**src/rtl/ifu_pc_gen_pkg.sv**
```systemverilog
// Shared fetch-unit types and constants.
// Used by the PC generator and the PC range checker.
package ifu_pc_gen_pkg;

  typedef enum logic [1:0] {
    ST_RUN       = 2'd0,
    ST_FAULT     = 2'd1,
    ST_ERET_WAIT = 2'd2
  } state_e;

  typedef enum logic [2:0] {
    SEL_SEQ   = 3'd0,
    SEL_BR    = 3'd1,
    SEL_JMP   = 3'd2,
    SEL_HOLD  = 3'd3,
    SEL_FAULT = 3'd4,
    SEL_ERET  = 3'd5,
    SEL_EXC   = 3'd6
  } sel_e;

  localparam logic [31:0] RESET_PC_C   = 32'h0000_3000;
  localparam logic [31:0] HANDLER_PC_C = 32'h0000_4180;

  localparam logic [31:0] TEXT_LO = 32'h0000_3000;
  localparam logic [31:0] TEXT_HI = 32'h0000_4FFF;

  function automatic logic pc_ok(input logic [31:0] a);
    return (a[1:0] == 2'b00) && (a >= TEXT_LO) && (a <= TEXT_HI);
  endfunction

endpackage

```
**src/rtl/ifu_pc_gen_pc_next_mux.sv**
```systemverilog
// Next-PC priority select for the fetch unit.
// Reports which source won so the FSM can follow it.
module pc_next_mux
  import ifu_pc_gen_pkg::*;
#(
  parameter logic [31:0] HANDLER_PC = HANDLER_PC_C
) (
  input  state_e      i_state,
  input  logic [31:0] i_pc,
  input  logic [31:0] i_pc_plus4,
  input  logic        i_exc_req,
  input  logic        i_eret,
  input  logic [31:0] i_epc,
  input  logic        i_pc_bad,
  input  logic        i_stall,
  input  logic        i_jmp,
  input  logic [31:0] i_jmp_target,
  input  logic        i_br_taken,
  input  logic [31:0] i_br_target,
  output sel_e        o_sel,
  output logic [31:0] o_npc
);

  sel_e w_sel;

  // Pick the winning source; FAULT and ERET_WAIT only yield to exc_req.
  always_comb begin
    w_sel = SEL_SEQ;
    if (i_exc_req)                     w_sel = SEL_EXC;
    else if (i_state == ST_FAULT)      w_sel = SEL_SEQ;
    else if (i_state == ST_ERET_WAIT)  w_sel = SEL_HOLD;
    else if (i_eret)                   w_sel = SEL_ERET;
    else if (i_pc_bad)                 w_sel = SEL_FAULT;
    else if (i_stall)                  w_sel = SEL_HOLD;
    else if (i_jmp)                    w_sel = SEL_JMP;
    else if (i_br_taken)               w_sel = SEL_BR;
    else                               w_sel = SEL_SEQ;
  end

  // Map the winning source to an address.
  always_comb begin
    o_npc = i_pc_plus4;
    unique case (w_sel)
      SEL_EXC:   o_npc = HANDLER_PC;
      SEL_FAULT: o_npc = HANDLER_PC;
      SEL_ERET:  o_npc = i_epc;
      SEL_HOLD:  o_npc = i_pc;
      SEL_JMP:   o_npc = i_jmp_target;
      SEL_BR:    o_npc = i_br_target;
      default:   o_npc = i_pc_plus4;
    endcase
  end

  assign o_sel = w_sel;

endmodule

```
**src/rtl/ifu_pc_gen.sv**
```systemverilog
// Fetch PC generator: PC register, fault/eret FSM,
// fault address capture and valid-fetch counter.
module ifu_pc_gen
  import ifu_pc_gen_pkg::*;
#(
  parameter logic [31:0] RESET_PC   = RESET_PC_C,
  parameter logic [31:0] HANDLER_PC = HANDLER_PC_C
) (
  input  logic        clk,
  input  logic        reset,
  input  logic        stall,
  input  logic        br_taken,
  input  logic [31:0] br_target,
  input  logic        jmp,
  input  logic [31:0] jmp_target,
  input  logic        exc_req,
  input  logic        eret,
  input  logic [31:0] epc,
  input  logic        pc_bad,
  output logic [31:0] pc,
  output logic [31:0] pc_plus4,
  output logic        if_valid,
  output logic        exc_adel,
  output logic [31:0] bad_vaddr,
  output logic [31:0] fetch_cnt
);

  state_e      r_state;
  logic [31:0] r_pc;
  logic        r_exc_adel;
  logic [31:0] r_bad_vaddr;
  logic [31:0] r_fetch_cnt;

  sel_e        w_sel;
  logic [31:0] w_npc;
  logic [31:0] w_pc_plus4;
  logic        w_valid;

  assign w_pc_plus4 = r_pc + 32'd4;
  assign w_valid    = (r_state == ST_RUN) && !pc_bad;

  pc_next_mux #(
    .HANDLER_PC(HANDLER_PC)
  ) u_mux (
    .i_state      (r_state),
    .i_pc         (r_pc),
    .i_pc_plus4   (w_pc_plus4),
    .i_exc_req    (exc_req),
    .i_eret       (eret),
    .i_epc        (epc),
    .i_pc_bad     (pc_bad),
    .i_stall      (stall),
    .i_jmp        (jmp),
    .i_jmp_target (jmp_target),
    .i_br_taken   (br_taken),
    .i_br_target  (br_target),
    .o_sel        (w_sel),
    .o_npc        (w_npc)
  );

  // PC, FSM, fault capture and fetch counter.
  always_ff @(posedge clk) begin
    if (reset) begin
      r_pc        <= RESET_PC;
      r_state     <= ST_RUN;
      r_exc_adel  <= 1'b0;
      r_bad_vaddr <= 32'd0;
      r_fetch_cnt <= 32'd0;
    end else begin
      r_pc       <= w_npc;
      r_exc_adel <= (w_sel == SEL_FAULT);
      if (w_sel == SEL_FAULT)
        r_bad_vaddr <= r_pc;
      if (w_valid && !stall)
        r_fetch_cnt <= r_fetch_cnt + 32'd1;
      unique case (r_state)
        ST_RUN: begin
          if (w_sel == SEL_ERET)
            r_state <= ST_ERET_WAIT;
          else if (w_sel == SEL_FAULT)
            r_state <= ST_FAULT;
          else
            r_state <= ST_RUN;
        end
        ST_FAULT:
          r_state <= ST_RUN;
        ST_ERET_WAIT: begin
          if (exc_req || !stall)
            r_state <= ST_RUN;
          else
            r_state <= ST_ERET_WAIT;
        end
        default:
          r_state <= ST_RUN;
      endcase
    end
  end

  assign pc        = r_pc;
  assign pc_plus4  = w_pc_plus4;
  assign if_valid  = w_valid;
  assign exc_adel  = r_exc_adel;
  assign bad_vaddr = r_bad_vaddr;
  assign fetch_cnt = r_fetch_cnt;

endmodule

```
**config.mk**
```make
export PLATFORM = sky130hd
export DESIGN_NAME = ifu_pc_gen
export DESIGN_NICKNAME = d
export VERILOG_FILES = /design/src/rtl/ifu_pc_gen_pkg.sv /design/src/rtl/ifu_pc_gen_pc_next_mux.sv /design/src/rtl/ifu_pc_gen.sv
export SDC_FILE = /design/constraint.sdc
export NUM_CORES = 1
export LEC_CHECK = 0
export BUFFER_PORTS_ARGS = -buffer_cell sky130_fd_sc_hd__buf_2
export CORE_MARGIN = 5
export CORE_UTILIZATION = 53
export DETAILED_ROUTE_END_ITERATION = 16
export GPL_TIMING_DRIVEN = 0
export PLACE_DENSITY = 0.86
export SYNTH_ARGS = -nofsm -noshare
export SYNTH_HDL_FRONTEND = slang
export SYNTH_SLANG_ARGS = --single-unit
```
**constraint.sdc**
```tcl
create_clock -name clk -period 5.3 [get_ports clk]
set_input_delay 0.265 -clock clk [delete_from_list [all_inputs] [get_ports clk]]
set_output_delay 0.265 -clock clk [all_outputs]
set_load 0.1 [all_outputs]
```
==> Word level (Yosys, flattened, before mapping) <==
Index checks and enable logic that the tools add are counted.
W data, S select, Z words.
{ "totals": {"register_bits": 99, "in_bits": 104, "output_inout_bits": 130, "word_cells": 35} }
{ "op_classes": {"add_sub_neg": 2, "eq_ne": 8, "muxes": 13, "n_reduce_logical": 7} }
{ "op_table": {"columns": ["operator", "count"], "rows": [
  ["$pmux W32 S5", 1],
  ["$add A32 B1 Y32 const B", 1],
  ["$add A32 B3 Y32 const B", 1],
  ["$mux W3", 7],
  ["$eq A3 B3 Y1 const B", 3],
  ["$eq A3 B2 Y1 const B", 2],
  ["$mux W2", 2],
  ["$pmux W2 S2", 1],
  ["$eq A3 B1 Y1 const B", 1],
  ["$eq A2 B1 Y1 const B", 1],
  ["$eq A2 B2 Y1 const B", 1],
  ["$logic_and A1 B1 Y1", 2],
  ["$logic_not A1 Y1", 2],
  ["$logic_not A2 Y1", 1],
  ["$mux W1", 2],
  ["$reduce_or A2 Y1", 1],
  ["$logic_or A1 B1 Y1", 1]
]} }

==> Longest topological paths before layout <==
{ "depth": {"depth_word": 12, "mapped_depth": 10, "ltp_nobuf": 7} }

==> By module <==
From an unflattened synthesis, not the netlist that was laid out.
{ "unflattened": {"hier_cells": 677, "hier_area_um2": 5571.6} }
{ "modules_own_cells": {"columns": ["mod", "n_inst", "cells_per_inst", "area_each_um2", "seq_area_each_um2"], "rows": [
  ["ifu_pc_gen", 1, 484, 4136.5, 1981.9],
  ["pc_next_mux", 1, 193, 1435.1, 0.0]
]} }

==> Least setup slack after synthesis <==
No wires, ideal clock.
{ "synth_timing": {"path_type": "reg-to-reg", "startpoint": "reg r_pc[2] (netlist: pc[2])", "endpoint": "reg r_pc[10] (netlist: pc[10])", "setup_ps": 96, "arrival_time_ps": 4203, "t_required_ps": 5204, "setup_slack_ps": 1001, "stages_incl_launch_ff": 9, "path_buffers": 1, "period_less_slack_ps": 4299, "cell_sequence": "dfxtp_1 -> ha_1 -> nand2_1 -> nor2_1 -> clkbuf_1 -> nand3_1 -> xnor2_1 -> mux2i_1 -> a221oi_1"} }
{ "synth_via": {"elab_chain_cells": 2} }
{ "synth_lines": {"columns": ["item", "line_no", "text"], "rows": [
  ["start: declaration", "ifu_pc_gen.sv:29", "logic [31:0] r_pc;"],
  ["start signal: assignment", "ifu_pc_gen.sv:70", "r_pc <= w_npc;"],
  ["$add A32 B3 Y32", "ifu_pc_gen.sv:39", "assign w_pc_plus4 = r_pc + 32'd4;"],
  ["named net pc_plus4[10]", "ifu_pc_gen.sv:21", "output logic [31:0] pc_plus4,"],
  ["$pmux W32 S5", "ifu_pc_gen_pc_next_mux.sv:43", "unique case (w_sel)"]
]} }
The timed path passes the listed nets, and every way through them passes these cells.
A chain may end at the register's enable or synchronous reset.

==> Worst setup path after layout <==
{ "layout_timing": {"startpoint": "reg r_pc[2] (netlist: pc[2])", "endpoint": "out pc_plus4[10]"} }
{ "layout_via": {"elab_chain_cells": 1} }
{ "layout_lines": {"columns": ["item", "line_no"], "rows": [
  ["$add A32 B3 Y32", "ifu_pc_gen.sv:39"],
  ["end: declaration", "ifu_pc_gen.sv:21"]
]} }
No other way between the ends.

==> flow_metrics.py <==
metrics = {
    "outcome": {
        "status": "completed",
    },
    "synthesis": {
        "synth_top_cell_area_share_pct": 34.1,
        "yosysTopAreaCell": "dfxtp_1",
        "yosys_warnings": 0,
        "synthArstFlopShare_pct": 0,
        "synth_cell_types": 69,
        "yosysMostFrequentCell": "nand2_1",
        "syn_nets": 873,
        "synthFlopType": "dfxtp_1",
        "ys_top_cells_by_count": "124 x nand2_1, 99 x dfxtp_1, 76 x nor2_1, 65 x a21oi_1, 43 x nand3_1",
        "syn_area_per_cell_sq_um": 7.58,
        "yosysSeqAreaShare_pct": 34.1,
        "synth_edf_count": 0,
        "synth.ff_latch_count": 99,
        "syn-cell-area_sq_um": 5810,
        "synthTopCellsByArea": "dfxtp_1 34%, nand2_1 8.0%, a21oi_1 5.6%",
        "syn_inst": 767,
    },
    "sta": {
        "fin_worst_skew_ns": 0.0107,
        "hold_violations": 0,
        "fmax_ghz": 0.306,
        "layout_setup_ws_ns": 2.03,
        "setup_tns_ns": 0,
        "drv_slew": 0,
        "finalCritPeriodShare_pct": 61.6,
        "rsz0062_at_grt": "no",
        "tightest_slew_ns": 0.864,
        "finalSetupViolations": 0,
        "slew_headroom_pct": 42.0,
        "fin_crit_ns": 3.27,
    },
    "routing": {
        "viasPerCell": 6.06,
        "drt-total-wl_um": 22800,
        "top_layer_used": "met4",
        "wl_per_cell_um": 19.8,
        "ant_nets": 0,
        "num_vias": 6978,
        "met1_length_um": 8650,
        "first_pass_iters": 5,
        "drt_iter0_drc": 588,
        "drcViolationCount": 0,
        "routed-wl-met2_um": 10000,
        "dr_wl_met3_um": 2580,
    },
    "flow_run": {
        "maxCapViolations": 0,
    },
    "setup_path": {
        "reg2reg_from": "r_state[0]$_SDFF_PP0_",
        "critPathRequiredTime_ns": 5.04,
        "startpoint": "pc[2]$_SDFFE_PP0P_",
        "worstPathMaxFanout": 10,
        "endpoint_kind": "primary output",
        "startpoint_type": "register",
        "critPathArrivalTime_ns": 3.00,
        "crit_type": "reg -> out",
        "r2r_slack_ns": 2.31,
    },
    "floorplanning": {
        "initial_utilization_pct": 53.8,
        "die_h_um": 115,
        "placementRows": 38,
        "dieArea_sq_um": 13200,
        "io_pins": 234,
        "fp.dieW_um": 115,
        "coreArea_sq_um": 10800,
    },
    "clocking": {
        "htree_levels": 3,
        "post_cts_resized": 0,
        "clock_latency_ns": 0.39,
        "cts_sinks": 99,
        "clkTransAtPathRegs_ns": 0.10,
        "holdBufCountCts": 0,
        "numCtsBuffers": 9,
        "cts.path.max_buffers": 2,
        "cts_tree": "done",
        "post_cts_buffers": 0,
        "ctsRootBufferMaster": "clkbuf_8",
    },
    "finish": {
        "finish.utilization_pct": 68.2,
        "n_fill_cell": 961,
        "antenna_cells": 0,
        "stdcell_count": 1152,
        "syn_to_final_growth_pct": 26.6,
        "fin_nets": 1113,
        "layout-drive-gt1-share_pct": 28.1,
    },
    "place": {
        "post-place-ws_ns": 2.52,
        "place_hpwl_um": 17600,
        "io_buffers": 229,
        "dpl.cell_count": 1136,
        "routabilityCongestion": 1.08,
    },
    "pwr": {
        "fin_total_pwr_mw": 2.09,
        "peakVddDrop_mv": 0.261,
        "power_density_nw_per_um2": 284,
        "p_leak_nw": 3.25,
    },
    "global_routing": {
        "grt_pass1_wl_um": 34500,
        "globalRouteTotalUtil_pct": 33.7,
        "grt_pass1_vias": 6717,
        "antenna_found_initial": 1,
        "grt_max_degree": 17,
        "grt-ovfl-total": 0,
    },
    "worst_hold_path": {
        "hp-start": "jmp_target[29]",
        "holdCritPathClass": "in -> reg",
    },
}
==> logic make-up after synthesis <==
kind of cell,after synthesis,synth area share [%]
simple gates,343,28.1
compound gates,170,19.0
flops,99,34.1
buf+inv,74,5.75
xor+xnor,56,8.57
mux,19,3.40
fa+ha+maj,6,1.12
==> per-stage QoR <==
step	instance area (sq um)	hold slack (ns)
6_report	7360	0.167
3_5_place_dp	7130	0.443
5_1_grt	7360	0.165
4_1_cts	7360	0.147
3_3_place_gp	7130	0.439
2_1_floorplan	5810	0.431
==> metal layers <==
metal,vias up,GRT usage [%]
met3,111,10.8
met5,-,0
met4,0,22.2
li1,3211,-
met1,3175,39.5
met2,481,52.7
==> critical path, cell delays in order, from the launching register on <==
cell      delay [ns]
dfxtp_1         0.56
ha_1            0.39
nand2_1         0.15
nor2_1          0.15
clkbuf_1        0.41
nand3_1         0.16
xnor2_1         0.30
buf_2           0.49
==> layout by cell type (no fill, tap or decap), drive strengths merged, types with 3 or more instances in the layout <==
cell     count
o41ai        3
maj3         4
a21oi       66
and4        12
nor4        11
buf        253
o211ai       6
dfxtp       99
a31oi        9
mux2         6
o31ai        3
xnor2       23
inv         13
or2          6
a211oi      10
a31o         3
nand2b      12
a311oi       3
nand4       18
nand2      124
o22ai        6
nor3        27
clkbuf      48
and3         3
and2         4
a2111oi     11
o21ai       24
mux2i       13
nor2        76
nand3       43
a211o        3
a221oi       4
xor2        33
==> area by class of cell <==
class	instances	area, sq um	area share, %
Tap cell	140	175	2.38
Buffer	62	289	3.93
Clock inverter	6	86.3	1.17
Sequential cell	99	1980	26.9
Inverter	12	45.0	0.612
Clock buffer	10	138	1.87
Timing Repair Buffer	229	1150	15.6
Multi-Input combinational cell	594	3490	47.5
==> path summary, 6_finish.rpt <==
| path | endpoint | depth (start not counted) |
|---|---|---|
| worst max-delay path | pc_plus4[10] | 7 |
| worst min-delay path | pc[29]$_SDFFE_PP0P_ | 3 |
| worst max register to register | pc[26]$_SDFFE_PP0P_ | 8 |
| worst min register to register | bad_vaddr[15]$_SDFFE_PP0N_ | 2 |
==> power by group <==
| part | internal (mW) | switching, mW |
|---|---|---|
| Combinational | 0.149 | 0.569 |
| Sequential | 0.771 | 0.0427 |
| Clock | 0.279 | 0.279 |
==> flip-flops by register name, summed over array words and instances, names as in the netlist <==
register and count:
r_state 2, pc 32, fetch_cnt 32, exc_adel 1, bad_vaddr 32
Note: power is estimated with default switching activity, not from simulation.
